### src/rtl/sin_pkg.sv
// Shared definitions for the sine measurement block.
// Holds sample width, midscale code, crossing-counter width and the
// measurement FSM state encoding used by sin_meas and its sub-modules.
package sin_pkg;

    localparam int SAMPLE_W = 14;
    localparam int CNT_W    = 16;

    localparam logic [SAMPLE_W-1:0] MIDSCALE = 14'd8192;

    typedef enum logic [1:0] {
        IDLE,
        ARM,
        MEASURE,
        DONE
    } state_e;

endpackage

### src/rtl/sin_meas_if.sv
// Bus bundle for sin_meas.
// master : the consumer side, drives en/start/samples/ack, reads results.
// slave  : the measurement block itself.
// Signals:
//   en, start          block enable, one-cycle measurement request
//   adc_in, adc_valid  offset-binary sample and its qualifier
//   meas_busy          high while arming or measuring
//   meas_valid         results valid, held until meas_ack
//   cross_cnt          rising midscale crossings within the gate
//   peak_max/peak_min  extreme samples since arming, amp_pp their difference
//   no_signal          arming timed out without a crossing
interface sin_meas_if;
    import sin_pkg::*;

    logic                en;
    logic                start;
    logic [SAMPLE_W-1:0] adc_in;
    logic                adc_valid;
    logic                meas_ack;

    logic                meas_busy;
    logic                meas_valid;
    logic [CNT_W-1:0]    cross_cnt;
    logic [SAMPLE_W-1:0] peak_max;
    logic [SAMPLE_W-1:0] peak_min;
    logic [SAMPLE_W-1:0] amp_pp;
    logic                no_signal;

    modport master (
        output en, start, adc_in, adc_valid, meas_ack,
        input  meas_busy, meas_valid, cross_cnt, peak_max, peak_min, amp_pp, no_signal
    );

    modport slave (
        input  en, start, adc_in, adc_valid, meas_ack,
        output meas_busy, meas_valid, cross_cnt, peak_max, peak_min, amp_pp, no_signal
    );

endinterface

### src/rtl/sin_cross_det.sv
// Hysteresis comparator around midscale.
// Ports:
//   clk, rst_n  clock, asynchronous active-low reset
//   clr         re-initialise: comparator LO, next valid sample is "first"
//   sample      offset-binary sample
//   valid       sample qualifier; state only moves on valid cycles
//   hyst        hysteresis half-width in LSB
//   rise        combinational pulse in the cycle of a counted LO->HI edge,
//               so the caller sees the crossing together with its sample
module sin_cross_det
    import sin_pkg::*;
(
    input  logic                clk,
    input  logic                rst_n,
    input  logic                clr,
    input  logic [SAMPLE_W-1:0] sample,
    input  logic                valid,
    input  logic [SAMPLE_W-1:0] hyst,
    output logic                rise
);

    logic              hi_q;
    logic              first_q;
    logic [SAMPLE_W:0] thr_hi;
    logic [SAMPLE_W:0] thr_lo;
    logic              above;
    logic              below;

    // One extra bit keeps MIDSCALE+hyst from wrapping.
    assign thr_hi = {1'b0, MIDSCALE} + {1'b0, hyst};
    assign thr_lo = {1'b0, MIDSCALE} - {1'b0, hyst};
    assign above  = {1'b0, sample} >= thr_hi;
    assign below  = {1'b0, sample} <= thr_lo;

    // A first sample already above threshold only sets HI; it is not an edge.
    assign rise = valid && !clr && !hi_q && !first_q && above;

    // NOTE: sequential state uses non-blocking assignments so every register
    // samples the pre-edge values, independent of statement order.
    always_ff @(posedge clk or negedge rst_n) begin
        if (!rst_n) begin
            hi_q    <= 1'b0;
            first_q <= 1'b0;
        end else if (clr) begin
            hi_q    <= 1'b0;
            first_q <= 1'b1;
        end else if (valid) begin
            first_q <= 1'b0;
            if (!hi_q && above) begin
                hi_q <= 1'b1;
            end else if (hi_q && below) begin
                hi_q <= 1'b0;
            end
        end
    end

endmodule

### src/rtl/sin_meas.sv
// Sine measurement block: arms on start, waits for the first rising midscale
// crossing, then counts rising crossings over GATE_LEN valid samples while
// tracking peak values. Results are latched on entry to DONE and held with
// meas_valid until acknowledged or a new measurement is started.
// Ports:
//   clk, rst_n  clock, asynchronous active-low reset
//   bus         sin_meas_if.slave (control, samples, handshake, results)
// Parameters:
//   GATE_LEN    valid samples per gate (also the arming timeout)
//   HYST        comparator hysteresis half-width in LSB
module sin_meas
    import sin_pkg::*;
#(
    parameter int GATE_LEN = 524288,
    parameter int HYST     = 64
) (
    input  logic      clk,
    input  logic      rst_n,
    sin_meas_if.slave bus
);

    localparam int GATE_W = $clog2(GATE_LEN + 1);

    state_e              state_q;
    logic [GATE_W-1:0]   gate_q;
    logic [GATE_W-1:0]   gate_d;
    logic [CNT_W-1:0]    cnt_q;
    logic [CNT_W-1:0]    cnt_d;
    logic [SAMPLE_W-1:0] wmax_q;
    logic [SAMPLE_W-1:0] wmax_d;
    logic [SAMPLE_W-1:0] wmin_q;
    logic [SAMPLE_W-1:0] wmin_d;
    logic                gate_done;

    logic [CNT_W-1:0]    cross_cnt_q;
    logic [SAMPLE_W-1:0] peak_max_q;
    logic [SAMPLE_W-1:0] peak_min_q;
    logic [SAMPLE_W-1:0] amp_pp_q;
    logic                no_signal_q;
    logic                meas_valid_q;
    logic                meas_busy_q;

    logic                sample_en;
    logic                arm_req;
    logic                rise;

    assign sample_en = bus.en && bus.adc_valid && (state_q == ARM || state_q == MEASURE);
    assign arm_req   = bus.en && bus.start && (state_q == IDLE || state_q == DONE);

    sin_cross_det u_cross (
        .clk    (clk),
        .rst_n  (rst_n),
        .clr    (arm_req),
        .sample (bus.adc_in),
        .valid  (sample_en),
        .hyst   (SAMPLE_W'(HYST)),
        .rise   (rise)
    );

    // NOTE: every always_comb output is assigned unconditionally, so no
    // path can leave a value unassigned and infer a latch.
    always_comb begin
        gate_d    = gate_q + GATE_W'(1);
        gate_done = (gate_d == GATE_W'(GATE_LEN));
        cnt_d     = (rise && cnt_q != '1) ? cnt_q + CNT_W'(1) : cnt_q;
        wmax_d    = (bus.adc_in > wmax_q) ? bus.adc_in : wmax_q;
        wmin_d    = (bus.adc_in < wmin_q) ? bus.adc_in : wmin_q;
    end

    always_ff @(posedge clk or negedge rst_n) begin
        if (!rst_n) begin
            state_q      <= IDLE;
            gate_q       <= '0;
            cnt_q        <= '0;
            wmax_q       <= '0;
            wmin_q       <= '0;
            cross_cnt_q  <= '0;
            peak_max_q   <= '0;
            peak_min_q   <= '0;
            amp_pp_q     <= '0;
            no_signal_q  <= 1'b0;
            meas_valid_q <= 1'b0;
            meas_busy_q  <= 1'b0;
        end else if (!bus.en) begin
            // Abort: result registers keep their last values.
            state_q      <= IDLE;
            meas_valid_q <= 1'b0;
            meas_busy_q  <= 1'b0;
        end else if (arm_req) begin
            state_q      <= ARM;
            gate_q       <= '0;
            cnt_q        <= '0;
            wmax_q       <= '0;
            wmin_q       <= '1;
            meas_valid_q <= 1'b0;
            meas_busy_q  <= 1'b1;
        end else begin
            case (state_q)
                ARM: if (bus.adc_valid) begin
                    wmax_q <= wmax_d;
                    wmin_q <= wmin_d;
                    if (rise) begin
                        // The arming crossing opens the gate but is not counted.
                        state_q <= MEASURE;
                        gate_q  <= '0;
                    end else if (gate_done) begin
                        state_q      <= DONE;
                        cross_cnt_q  <= '0;
                        peak_max_q   <= wmax_d;
                        peak_min_q   <= wmin_d;
                        amp_pp_q     <= wmax_d - wmin_d;
                        no_signal_q  <= 1'b1;
                        meas_valid_q <= 1'b1;
                        meas_busy_q  <= 1'b0;
                    end else begin
                        gate_q <= gate_d;
                    end
                end
                MEASURE: if (bus.adc_valid) begin
                    wmax_q <= wmax_d;
                    wmin_q <= wmin_d;
                    cnt_q  <= cnt_d;
                    if (gate_done) begin
                        // cnt_d includes a crossing on the closing sample.
                        state_q      <= DONE;
                        cross_cnt_q  <= cnt_d;
                        peak_max_q   <= wmax_d;
                        peak_min_q   <= wmin_d;
                        amp_pp_q     <= wmax_d - wmin_d;
                        no_signal_q  <= 1'b0;
                        meas_valid_q <= 1'b1;
                        meas_busy_q  <= 1'b0;
                    end else begin
                        gate_q <= gate_d;
                    end
                end
                DONE: if (bus.meas_ack) begin
                    state_q      <= IDLE;
                    meas_valid_q <= 1'b0;
                end
                default: state_q <= IDLE;
            endcase
        end
    end

    assign bus.meas_busy  = meas_busy_q;
    assign bus.meas_valid = meas_valid_q;
    assign bus.cross_cnt  = cross_cnt_q;
    assign bus.peak_max   = peak_max_q;
    assign bus.peak_min   = peak_min_q;
    assign bus.amp_pp     = amp_pp_q;
    assign bus.no_signal  = no_signal_q;

endmodule

### src/flat_wrapper.sv
// flat-port wrapper written by rule: the top's interface ports become plain ports
module sin_meas_flat import sin_pkg::*;
#(
    parameter int GATE_LEN = 524288,
    parameter int HYST     = 64
)
  (clk, rst_n, bus_en, bus_start, bus_adc_in, bus_adc_valid, bus_meas_ack, bus_meas_busy, bus_meas_valid, bus_cross_cnt, bus_peak_max, bus_peak_min, bus_amp_pp, bus_no_signal);
  sin_meas_if bus_i ();
  input  logic clk;
  input  logic rst_n;
  input wire logic [$bits(bus_i.en)-1:0] bus_en;
  input wire logic [$bits(bus_i.start)-1:0] bus_start;
  input wire logic [$bits(bus_i.adc_in)-1:0] bus_adc_in;
  input wire logic [$bits(bus_i.adc_valid)-1:0] bus_adc_valid;
  input wire logic [$bits(bus_i.meas_ack)-1:0] bus_meas_ack;
  output wire logic [$bits(bus_i.meas_busy)-1:0] bus_meas_busy;
  output wire logic [$bits(bus_i.meas_valid)-1:0] bus_meas_valid;
  output wire logic [$bits(bus_i.cross_cnt)-1:0] bus_cross_cnt;
  output wire logic [$bits(bus_i.peak_max)-1:0] bus_peak_max;
  output wire logic [$bits(bus_i.peak_min)-1:0] bus_peak_min;
  output wire logic [$bits(bus_i.amp_pp)-1:0] bus_amp_pp;
  output wire logic [$bits(bus_i.no_signal)-1:0] bus_no_signal;
  assign bus_i.en = bus_en;
  assign bus_i.start = bus_start;
  assign bus_i.adc_in = bus_adc_in;
  assign bus_i.adc_valid = bus_adc_valid;
  assign bus_i.meas_ack = bus_meas_ack;
  assign bus_meas_busy = bus_i.meas_busy;
  assign bus_meas_valid = bus_i.meas_valid;
  assign bus_cross_cnt = bus_i.cross_cnt;
  assign bus_peak_max = bus_i.peak_max;
  assign bus_peak_min = bus_i.peak_min;
  assign bus_amp_pp = bus_i.amp_pp;
  assign bus_no_signal = bus_i.no_signal;
  sin_meas #(.GATE_LEN(GATE_LEN), .HYST(HYST)) u_core (.clk(clk), .rst_n(rst_n), .bus(bus_i));
endmodule
### config.mk
export PLATFORM = sky130hd
export DESIGN_NAME = sin_meas_flat
export DESIGN_NICKNAME = d
export VERILOG_FILES = /design/src/rtl/sin_pkg.sv /design/src/rtl/sin_meas_if.sv /design/src/rtl/sin_cross_det.sv /design/src/rtl/sin_meas.sv /design/src/flat_wrapper.sv
export SDC_FILE = /design/constraint.sdc
export NUM_CORES = 1
export LEC_CHECK = 0
export ABC_CLOCK_PERIOD_IN_PS = 4200
export BUFFER_PORTS_ARGS = -buffer_cell sky130_fd_sc_hd__clkbuf_2
export CAP_MARGIN = 25
export CELL_PAD_IN_SITES_DETAIL_PLACEMENT = 1
export CELL_PAD_IN_SITES_GLOBAL_PLACEMENT = 1
export CORE_AREA = 5 5 145 147
export CTS_BUF_LIST = sky130_fd_sc_hd__clkbuf_16
export DETAILED_ROUTE_END_ITERATION = 6
export DIE_AREA = 0 0 150 152
export GPL_ROUTABILITY_DRIVEN = 0
export HOLD_SLACK_MARGIN = 0.08
export PLACE_DENSITY = 0.72
export SYNTH_ARGS = -nofsm -noshare
export SYNTH_HDL_FRONTEND = slang
export SYNTH_SLANG_ARGS = --single-unit
### constraint.sdc
create_clock -name clk -period 4.2 [get_ports clk]
set_input_delay 0 -clock clk [delete_from_list [all_inputs] [get_ports clk]]
set_output_delay 0 -clock clk [all_outputs]
set_load 0.02 [all_outputs]
# Word level (Yosys, flattened, before mapping)

Cells that the tools add are included.

$lt $le $gt $ge: 4
Mux-type cells: 74
Bitwise operators: 1
Multipliers: 0
Divide/modulo/power cells: 0
$add $sub $neg: 3
Reduce and logical (&&, ||, !) cells: 34
Eq/ne operators: 18
Shift operators: 0

Operator list:

| operator                                                                            | count |
|---|---|
| 14-bit 2-to-1 mux                                                                   | 20 |
| 16-bit 2-to-1 mux                                                                   | 9 |
| 20-bit 2-to-1 mux                                                                   | 5 |
| 14-bit one-hot mux with 2 select lines                                              | 3 |
| 20-bit one-hot mux with 2 select lines                                              | 1 |
| 16-bit one-hot mux with 2 select lines                                              | 1 |
| 1-bit 2-to-1 mux                                                                    | 24 |
| 20-bit by 1-bit adder with 20-bit output (second input constant)                    | 1 |
| 20-bit equality test (second input constant)                                        | 1 |
| 16-bit by 1-bit adder with 16-bit output (second input constant)                    | 1 |
| 16-bit != test (second input constant)                                              | 1 |
| 4-bit != test (second input constant)                                               | 4 |
| 14-bit greater-or-equal comparator (second input constant)                          | 1 |
| 14-bit > comparator                                                                 | 1 |
| 14-bit by 13-bit less-or-equal comparator with 1-bit output (second input constant) | 1 |
| 14-bit less-than comparator                                                         | 1 |
| 2-bit 2-to-1 mux                                                                    | 7 |
| 14-bit subtractor                                                                   | 1 |
| 1-bit logical AND                                                                   | 11 |
| 2-bit nonzero test                                                                  | 5 |
| 3-bit AND reduction                                                                 | 3 |
| 4-bit AND reduction                                                                 | 2 |
| 8-bit AND reduction                                                                 | 1 |
| 2-bit != test (second input constant)                                               | 3 |
| other kinds (18)                                                                    | 26 |

Bits in latches: 0
Output and inout bits: 61
Word-level logic and storage cells: 148
Bits in writable memories: 0
Bits in read-only memories: 0
Register bits after elaboration: 129
Input bits: 20
Memories kept: 0

# Logic depth before layout (Yosys ltp)

Gate-level depths: netlist of run 1.

Depth after elaboration: 13
Depth in mapped cells: 22
Mapped depth without buffers: 20

# By module

Synthesis of run 1 repeated with hierarchy kept, for this count alone.

Cells, all modules: 991
Area total of the unflattened synthesis: 8533.2 sq um

Modules (own cells, without submodules):

| module        | seq. area each (sq um) | cells each | area each (sq um) | instances |
|---|---|---|---|---|
| sin_meas      | 3178.0                 | 864        | 7533.5            | 1 |
| sin_cross_det | 50.0                   | 127        | 999.7             | 1 |

# Least setup slack after synthesis of run 1

No wires, ideal clock.

Kind: register to register
Start: reg u_core.wmin_q[13]
End: reg u_core.amp_pp_q[12], in the netlist u_core.bus.amp_pp[12]
Buffers on the path: 2
Path slack: -0.143 ns
Stages on the path, launching flop included: 20
Setup time: 0.132 ns
Required time: 4.068 ns
Period minus slack after synthesis: 4.343 ns
Arrival time: 4.210 ns
Cell sequence: dfrtp_1 > inv_1 > ha_1 > a21oi_1 > o21ai_0 > or4_1 > o21a_1 > clkbuf_1 > clkbuf_1 > mux2i_1 > ha_1 > nor2b_1 > o21ai_0 > nand2b_1 > a2111oi_0 > nor3_1 > a41o_1 > o41ai_1 > xor2_1 > o21ai_1

Cells in the longest elaborated chain, start to end: 7
Elaborated cells between the ends (all ways): 8
Classes of those cells: add/sub: 1; order compare: 1; mux: 6

RTL lines:

| element                                    | line                             | source |
|---|---|---|
| from (decl)                                | sin_meas.sv:31                   | `logic [SAMPLE_W-1:0] wmin_q;` |
| from (signal assigned)                     | sin_meas.sv:101                  | `wmin_q <= wmin_d;` |
| from (signal assigned)                     | sin_meas.sv:121                  | `wmin_q <= wmin_d;` |
| 14-bit less-than comparator (*)            | sin_meas.sv:67                   | `wmin_d = (bus.adc_in < wmin_q) ? bus.adc_in : wmin_q;` |
| 14-bit 2-to-1 mux (*)                      | sin_meas.sv:67                   |  |
| 14-bit subtractor (*)                      | sin_meas.sv:111, sin_meas.sv:129 |  |
| 14-bit 2-to-1 mux (*)                      | sin_meas.sv:106, sin_meas.sv:123 |  |
| 14-bit 2-to-1 mux                          | sin_meas.sv:102                  | `if (rise) begin` |
| 14-bit 2-to-1 mux                          | sin_meas.sv:99                   | `ARM: if (bus.adc_valid) begin` |
| 14-bit one-hot mux with 2 select lines (*) | sin_meas.sv:98                   | `case (state_q)` |
| to (signal assigned)                       | sin_meas.sv:111                  | `amp_pp_q <= wmax_d - wmin_d;` |
| to (signal assigned)                       | sin_meas.sv:129                  | `amp_pp_q <= wmax_d - wmin_d;` |
| to (decl)                                  | sin_meas.sv:38                   | `logic [SAMPLE_W-1:0] amp_pp_q;` |

Mark *: on every way between the ends. The rest lies on a longest branch, timed or not. The select of a mux whose other input is x is not followed.
A chain may end at the register's enable or synchronous reset.

# Worst setup path after layout of run 1

Start: reg u_core.wmax_q[7]
End: reg u_core.amp_pp_q[11], in the netlist u_core.bus.amp_pp[11]

Cells in the longest elaborated chain, start to end: 7
Elaborated cells between the ends (all ways): 8
Classes of those cells: add/sub: 1; order compare: 1; mux: 6

RTL lines:

| element                                    | line                             | source |
|---|---|---|
| from (decl)                                | sin_meas.sv:29                   | `logic [SAMPLE_W-1:0] wmax_q;` |
| from (signal assigned)                     | sin_meas.sv:100                  | `wmax_q <= wmax_d;` |
| from (signal assigned)                     | sin_meas.sv:120                  | `wmax_q <= wmax_d;` |
| 14-bit > comparator (*)                    | sin_meas.sv:66                   | `wmax_d = (bus.adc_in > wmax_q) ? bus.adc_in : wmax_q;` |
| 14-bit 2-to-1 mux (*)                      | sin_meas.sv:66                   |  |
| named net u_core.wmax_d[1]                 | sin_meas.sv:30                   | `logic [SAMPLE_W-1:0] wmax_d;` |
| 14-bit subtractor (*)                      | sin_meas.sv:111, sin_meas.sv:129 |  |
| 14-bit 2-to-1 mux (*)                      | sin_meas.sv:106, sin_meas.sv:123 |  |
| 14-bit 2-to-1 mux                          | sin_meas.sv:102                  |  |
| 14-bit 2-to-1 mux                          | sin_meas.sv:99                   |  |
| 14-bit one-hot mux with 2 select lines (*) | sin_meas.sv:98                   |  |

Mark *: on every way through the listed nets, which the timed path passes. The rest lies on a longest branch. The select of a mux whose other input is x is not followed.

==> results of run 1 <==
==> area by class of cell <==
type	count	area (um2)
fill	2354	10110
multi-input combinational	646	4314
sequential	129	3228
timing repair buffer	154	1037
clock buffer	17	425.4
tap	270	337.8
clock inverter	15	168.9
inverter	41	153.9
==> placed cells by master (no fill, tap or decap), drive strengths merged, types with 4 or more instances in the layout <==
cell type / count
clkinv: 6
nand3: 29
and3: 18
dfrtp: 129
dlygate4sd3: 17
o22a: 4
ha: 47
a21oi: 60
o21ai: 88
mux2i: 14
xnor2: 10
a2111oi: 6
buf: 58
a211oi: 4
clkbuf: 96
o21a: 4
o31ai: 11
mux2: 16
xor2: 23
clkinvlp: 4
nor2b: 5
nand4: 15
inv: 43
and2: 5
a31oi: 9
nor2: 79
and4: 5
a22o: 16
nand2b: 7
a21o: 4
nor3: 18
nand2: 111
==> cell families after synthesis <==
family                     Yosys count
buffers and inverters               87
and+or+nand+nor                    306
DFF                                129
muxes                               30
adders and majority gates           48
xor gates and xnor gates            33
AOI/OAI and AO/OA                  229
==> power by group <==
group	internal, mW	switching (mW)
Clock	0.927	0.592
Combinational	0.343	0.464
Sequential	1.31	0.0754
==> metrics by stage <==
step | instance area [um2] | power [mW] | std cells | TNS (ps)
finish | 9666 | 3.713 | 1272 | 0
global route | 9666 | 3.894 | 1272 | -86.40
CTS | 9410 | 3.657 | 1263 | 0
detailed placement | 8586 | 2.089 | 1214 | -703.7
global placement | 8586 | 2.068 | 1214 | -145.7
floorplan | 7691 | 1.813 | 862 | -3.002
==> flip-flops by register name, indices dropped and copies added (netlist names) <==
register,flops
u_core.u_cross.hi_q,1
u_core.bus.peak_max,14
u_core.state_q,2
u_core.u_cross.first_q,1
u_core.bus.cross_cnt,16
u_core.bus.peak_min,14
u_core.wmax_q,14
u_core.bus.amp_pp,14
u_core.bus.meas_busy,1
u_core.bus.meas_valid,1
u_core.gate_q,20
u_core.wmin_q,14
u_core.bus.no_signal,1
u_core.cnt_q,16
==> metal layers <==
metal / vias to the layer above / track usage / part of all wire
met1: 3452 / 0.2877 / 0.47
met4: 0 / 0.05795 / 0.015
li1: 3306 / - / -
met2: 136 / 0.3367 / 0.48
met3: 31 / 0.03873 / 0.035
met5: - / 0 / 0
==> worst register-to-register path, cell delays in order (launching register included) <==
cell       delay [ps]
dfrtp_1           380
inv_1              90
ha_1              300
a21oi_1           170
nor2_1             70
a2111oi_2         290
buf_4             160
o31a_1            190
nor2_4             90
buf_4             170
a21oi_4           140
inv_1              60
ha_1              260
nor2b_1           140
o31a_1            260
or2_4             250
nor3_4            210
o311ai_2          150
o211ai_1          170
buf_4             160
xor2_1            140
o21ai_1            80
==> cell usage after synthesis (all sizes together) (2+ instances only) <==
master   number  area [um2]
dfrtp       129        3228
nand2       111       416.7
o21ai        88       440.4
nor2         79       296.5
a21oi        60       300.3
ha           47       588.1
inv          41       153.9
clkbuf       33       123.9
nand3        29       145.1
xor2         23       201.4
and3         18       112.6
nor3         18       100.1
a22o         16       140.1
mux2         16       180.2
nand4        15       93.84
mux2i        14       140.1
buf          13       97.59
o31ai        11       82.58
xnor2        10       87.58
a31oi         9       56.30
nand2b        7       43.79
a2111oi       6       71.32
and2          5       31.28
and4          5       48.80
nor2b         5       31.28
a211oi        4       30.03
a21o          4       30.03
o21a          4       30.03
o22a          4       35.03
o211ai        3       22.52
o31a          3       26.28
o41ai         3       26.28
or2           3       18.77
or3           3       18.77
or4           3       22.52
a311o         2       20.02
nor3b         2       15.01
nor4          2       12.51
o2111ai       2       35.04
o211a         2       20.02
o21bai        2       15.01
==> worst max-delay path by stage <==
stage | startpoint | to | slack (ps) | cells past startpoint
after floorplan | u_core.wmax_q[13] | u_core.bus.amp_pp[12] | -3 | 21
after CTS | u_core.wmin_q[8] | u_core.bus.amp_pp[13] | 6 | 17
final | u_core.wmax_q[7] | u_core.bus.amp_pp[11] | 130 | 21
after detailed placement | u_core.wmax_q[11] | u_core.bus.amp_pp[13] | -270 | 18
after global placement | u_core.wmin_q[8] | u_core.bus.amp_pp[13] | -80 | 17
after global routing | u_core.wmax_q[11] | u_core.bus.amp_pp[11] | -30 | 21
==> what timing repair did <==
action / 4_1_cts / 5_1_grt
setup endpoints to repair: 6 / 7
endpoints found under the hold margin: 117 / 3
gates resized for setup: 19 / 35
hold buffers: 16 / 1
setup buffers: 1 / 7
pin swaps: 5 / 11
==> impl_metrics.json, run 1 <==
{
  "hp-class": "input pin to flip-flop",
  "ys.warnings.count": 0,
  "synth_compound_area_frac": 0.1873,
  "reg2reg_from": "u_core.wmax_q[7]",
  "worst-path-buf-inv": 5,
  "crit_family": "compound AO/OA/AOI/OAI gates",
  "dieWidth_um": 150,
  "holdPathStages": 4,
  "final_nets": 1057,
  "numPortBuffers": 80,
  "startpoint_type": "flip-flop",
  "cts_made_buffers": 17,
  "synthSimpleGateAreaFrac": 0.1845,
  "slowest_stage": "dfrtp_1",
  "clock_sinks": 129,
  "grt_pass1_vias": 7158,
  "holdCritStartpoint": "bus_start",
  "cp_max_fo": 8,
  "core_mm2": 0.01978,
  "drc": 0,
  "finalHoldViolCount": 0,
  "worst_slew_pin_slew_ps": 849.2,
  "finClkSkew_ps": 10.16,
  "rsz0062_at_grt": "yes",
  "status": "completed",
  "synth-edff-count": 0,
  "fp-row-count": 52,
  "drt_pass1_iterations": 6,
  "setup_viol": 0,
  "path_cells": "inv_1, ha_1, a21oi_1, nor2_1, a2111oi_2, buf_4, o31a_1, nor2_4, buf_4, a21oi_4, inv_1, ha_1, nor2b_1, o31a_1, or2_4, nor3_4, o311ai_2, o211ai_1, buf_4, xor2_1, o21ai_1",
  "report.final.slew_viol_count": 0,
  "yosysSeqAreaShare": 0.4206,
  "diodes": 0,
  "clk_latency_ps": 430,
  "finalWorstSetupSlack_ps": 130.5,
  "synth_fa_ha_area_frac": 0.07923,
  "total_leakage_power_nw": 4.645,
  "max_cap_viol_count": 0,
  "rr_worst_depth": 21,
  "hpwl_mm": 15.86,
  "worstSetupEndpointType": "flip-flop",
  "drive_gt1_frac": 0.2106,
  "detail-route-antenna-nets": 0,
  "ys.flop_type": "dfrtp_1",
  "holdWs_ps": 114.8,
  "synth_fp_nets": 930,
  "syn_inst": 862,
  "worst_ep_required_time_ps": 4500,
  "start_util": 0.3880,
  "htree_levels": 4,
  "ir_drop_v": 0.0003302,
  "cts_tree": "done",
  "regToRegEndpoint": "u_core.bus.amp_pp[11]",
  "vias": 6925,
  "clk_pin_slew_ps": 60,
  "power.density_mw_per_mm2": 384.1,
  "period_needed_ps": 4069,
  "dieArea_mm2": 0.02280,
  "r2r_slack_ps": 130,
  "viasPerCell": 5.444,
  "grt_max_degree": 100,
  "synth.distinct_cells": 59,
  "synth_top_family_by_area": "compound AO/OA/AOI/OAI gates",
  "cts_root_buf": "clkbuf_16",
  "synthMuxAreaShare": 0.04173,
  "antenna_found_initial": 0,
  "clockBufferDepth": 2,
  "cp.arrival_ps": 4370,
  "holdPathEnd": "u_core.state_q[0]",
  "slowest_delay_ps": 380,
  "timing.final.crit_share": 0.9689,
  "pin_count": 81,
  "critPathMostFrequentCell": "buf_4",
  "synth_area_mm2": 0.007675,
  "fmax_mhz": 245.7,
  "overflow": 0,
  "place_ws_ps": -272.9,
  "wire_per_inst_um": 18.54,
  "grt_pass1_wl_mm": 38.30,
  "area_growth_pct": 25.94,
  "async_reset_ff_frac": 1.000,
  "fin_util": 0.4887,
  "avgSynthCellArea_um2": 8.904,
  "wl_mm": 23.59,
  "worstSetupPathType": "flip-flop to flip-flop",
  "die_y_um": 152,
  "drtIter0Drc": 375,
  "synthXorXnorAreaFrac": 0.03766,
  "slew_headroom": 0.4318,
  "grt_use_total": 0.2088,
  "ys_ff_latch": 129
}
Power figures use the tool's default switching activity.
==> inputs of run 2 (changes only) <==
--- a/config.mk
+++ b/config.mk
@@ -6,17 +6,18 @@
 export NUM_CORES = 1
 export LEC_CHECK = 0
 export ABC_CLOCK_PERIOD_IN_PS = 4200
-export BUFFER_PORTS_ARGS = -buffer_cell sky130_fd_sc_hd__clkbuf_2
+export BUFFER_PORTS_ARGS = -buffer_cell sky130_fd_sc_hd__buf_2
 export CAP_MARGIN = 25
 export CELL_PAD_IN_SITES_DETAIL_PLACEMENT = 1
 export CELL_PAD_IN_SITES_GLOBAL_PLACEMENT = 1
-export CORE_AREA = 5 5 145 147
+export CORE_AREA = 5 5 153 155
 export CTS_BUF_LIST = sky130_fd_sc_hd__clkbuf_16
 export DETAILED_ROUTE_END_ITERATION = 6
-export DIE_AREA = 0 0 150 152
+export DIE_AREA = 0 0 158 160
 export GPL_ROUTABILITY_DRIVEN = 0
 export HOLD_SLACK_MARGIN = 0.08
 export PLACE_DENSITY = 0.72
 export SYNTH_ARGS = -nofsm -noshare
 export SYNTH_HDL_FRONTEND = slang
+export SYNTH_HIERARCHICAL = 1
 export SYNTH_SLANG_ARGS = --single-unit
==> run 2 against run 1 <==
Net effect: the flow now finishes with violations (negative setup slack); sequential power fell by 6%; critical path depth fell by 2; wire length rose by 13%; critical endpoint is now u_core/bus.amp_pp[12].
==> impl_metrics.json, run 2 <==
{
  "cts_made_buffers": 17,
  "clockBufferDepth": 2,
  "slowest_stage": "a2111oi_4",
  "regArea_mm2": 0.003228,
  "violations": "negative setup slack",
  "clk_pin_slew_ps": 60,
  "syn_inst": 991,
  "largest_reg_flops": 20,
  "max_cap_viol_count": 0,
  "cp.arrival_ps": 4510,
  "layout_common_cells": "dfrtp_1 (129), nor2_1 (112), nand2_1 (98)",
  "yosysSeqAreaShare": 0.3783,
  "drive_gt1_frac": 0.2035,
  "area_growth_pct": 26.29,
  "worst_ep_required_time_ps": 4490,
  "startpoint_type": "flip-flop",
  "vias": 7791,
  "clk_latency_ps": 420,
  "grt_pass1_vias": 8251,
  "finalWorstSetupSlack_ps": -22.04,
  "hp-class": "input pin to flip-flop",
  "fillers": 2592,
  "synthMostInstantiatedCell": "dfrtp_1",
  "power.density_mw_per_mm2": 339.9,
  "synthTopCellsByArea": "dfrtp_1 (38%), ha_1 (11%), nor2_1 (4.9%)",
  "grt_pass1_wl_mm": 43.14,
  "antenna_found_initial": 0,
  "viasPerCell": 5.322,
  "slew_headroom": 0.3803,
  "grt_max_degree": 97,
  "core_mm2": 0.02169,
  "fmax_mhz": 236.9,
  "crit_family": "compound AO/OA/AOI/OAI gates",
  "status": "finished with violations",
  "layout_commonest_cell": "dfrtp_1",
  "fp-row-count": 54,
  "numPortBuffers": 80,
  "slowest_delay_ps": 390,
  "dieWidth_um": 158,
  "wire_per_inst_um": 18.23,
  "rsz0062_at_grt": "yes",
  "worstSetupPathType": "flip-flop to flip-flop",
  "timing.final.crit_share": 1.005,
  "finClkSkew_ps": 13.96,
  "grt_use_total": 0.2102,
  "multiInputGateArea_mm2": 0.005274,
  "report.final.slew_viol_count": 0,
  "cp_max_fo": 3,
  "cts_tree": "done",
  "start_util": 0.3934,
  "yosysTopAreaCell": "dfrtp_1",
  "detail-route-antenna-nets": 0,
  "async_reset_ff_frac": 1.000,
  "htree_levels": 4,
  "dieArea_mm2": 0.02528,
  "period_needed_ps": 4222,
  "setup_viol": 2,
  "total_leakage_power_nw": 4.995,
  "holdWs_ps": 140.8,
  "finalHoldViolCount": 0,
  "worst-path-buf-inv": 3,
  "die_y_um": 160,
  "drc": 0,
  "ys_ff_latch": 129,
  "path_cells": "inv_2, ha_1, a21oi_2, o21ai_2, a221oi_2, buf_4, a21o_1, mux2i_2, ha_2, inv_1, fa_2, a21o_1, a21o_1, a2111oi_4, o311ai_2, a21o_1, a21oi_2, xor2_1, o21ai_0",
  "cts_root_buf": "clkbuf_16",
  "synth-edff-count": 0,
  "synth.distinct_cells": 70,
  "drt_pass1_iterations": 5,
  "ys_top_cells_by_count": "dfrtp_1 (129), nor2_1 (112), nand2_1 (99)",
  "ir_drop_v": 0.0002874,
  "diodes": 0,
  "overflow": 0,
  "yosys.area.top_type_share": 0.3783,
  "wl_mm": 26.69,
  "synth_area_mm2": 0.008533,
  "finalPower_mw": 3.663,
  "critPathMostFrequentCell": "a21o_1",
  "drtIter0Drc": 373,
  "hpwl_mm": 18.80,
  "top_register": "u_core/gate_q",
  "ys.flop_type": "dfrtp_1",
  "worst_slew_pin_slew_ps": 929.5,
  "ys.warnings.count": 6,
  "final_nets": 1268,
  "clock_sinks": 129,
  "worstSetupEndpointType": "flip-flop",
  "avgSynthCellArea_um2": 8.611,
  "pin_count": 81
}
run 2: kinds of logic after synthesis:
logic type                 count (synthesis)  share of synthesized area
and+or+nand+nor                          353                     0.2004
AOI/OAI and AO/OA                        246                     0.1780
DFF                                      129                     0.3783
buffers and inverters                    112                    0.05132
adders and majority gates                 77                     0.1138
xor gates and xnor gates                  52                    0.05337
muxes                                     20                    0.02390
other                                      2                  0.0008801
run 2: layout make-up:
type,instances,share of cell area
Timing Repair Buffer,154,0.09265
Sequential cell,129,0.2995
Tap cell,280,0.03251
Inverter,75,0.02612
Clock inverter,15,0.02032
Multi-Input combinational cell,794,0.4894
Clock buffer,17,0.03948
run 2: metrics by stage:
| stage | util | instance area (um2) | instances | setup TNS (ps) | setup WS (ps) |
|---|---|---|---|---|---|
| 6_report | 0.4969 | 10780 | 1464 | -28.06 | -22.04 |
| 5_1_grt | 0.4969 | 10780 | 1464 | -579.7 | -224.3 |
| 4_1_cts | 0.4875 | 10570 | 1461 | 0 | 24.54 |
| 3_5_place_dp | 0.4510 | 9781 | 1417 | -286.1 | -202.7 |
| 3_3_place_gp | 0.4504 | 9769 | 1416 | -109.0 | -109.0 |
| 2_1_floorplan | - | 8722 | 1035 | -5.899 | -5.899 |
run 2: per-layer routing:
layer  vias to the layer above  GRT usage  share of wire
li1                       3799          -              -
met1                      3853     0.2989           0.48
met2                       109     0.3353           0.47
met3                        30    0.03166          0.029
met4                         0    0.05351          0.014
met5                         -          0              0
run 2: worst paths after layout:
path	cells after the start	from	slack, ps	endpoint
min in group asynchronous	2	rst_n	240	u_core/bus.peak_min[5]
max in group asynchronous	3	rst_n	2840	u_core/wmin_q[11]
worst min-delay path	5	bus_meas_ack	140	u_core/state_q[1]
worst max-delay path	19	u_core/wmax_q[7]	-20	u_core/bus.amp_pp[12]
worst max register to register	19	u_core/wmax_q[7]	-20	u_core/bus.amp_pp[12]
worst min register to register	2	u_core/bus.amp_pp[7]	470	u_core/bus.amp_pp[7]
run 2: report_power, final:
group | total [mW] | internal, mW | leakage (nW) | switching [mW]
clock | 1.66 | 1.01 | 0.310 | 0.643
sequential | 1.30 | 1.28 | 1.69 | 0.0251
combinational | 0.702 | 0.293 | 3.00 | 0.410
total | 3.66 | 2.58 | 5.00 | 1.08
run 2: what timing repair did:
item / CTS / global route
setup buffers: 4 / 3
gates resized for setup: 10 / 33
hold endpoints to repair: 102 / 0
endpoints found under the setup margin: 5 / 10
pin swaps: 2 / 13
hold buffers: 8 / 0
run 2: tightest hold or removal path: cells and delay by family:
family          cells  cell delay (ps)
compound gates      2              250
buf+inv             1               80
simple gates        2              190
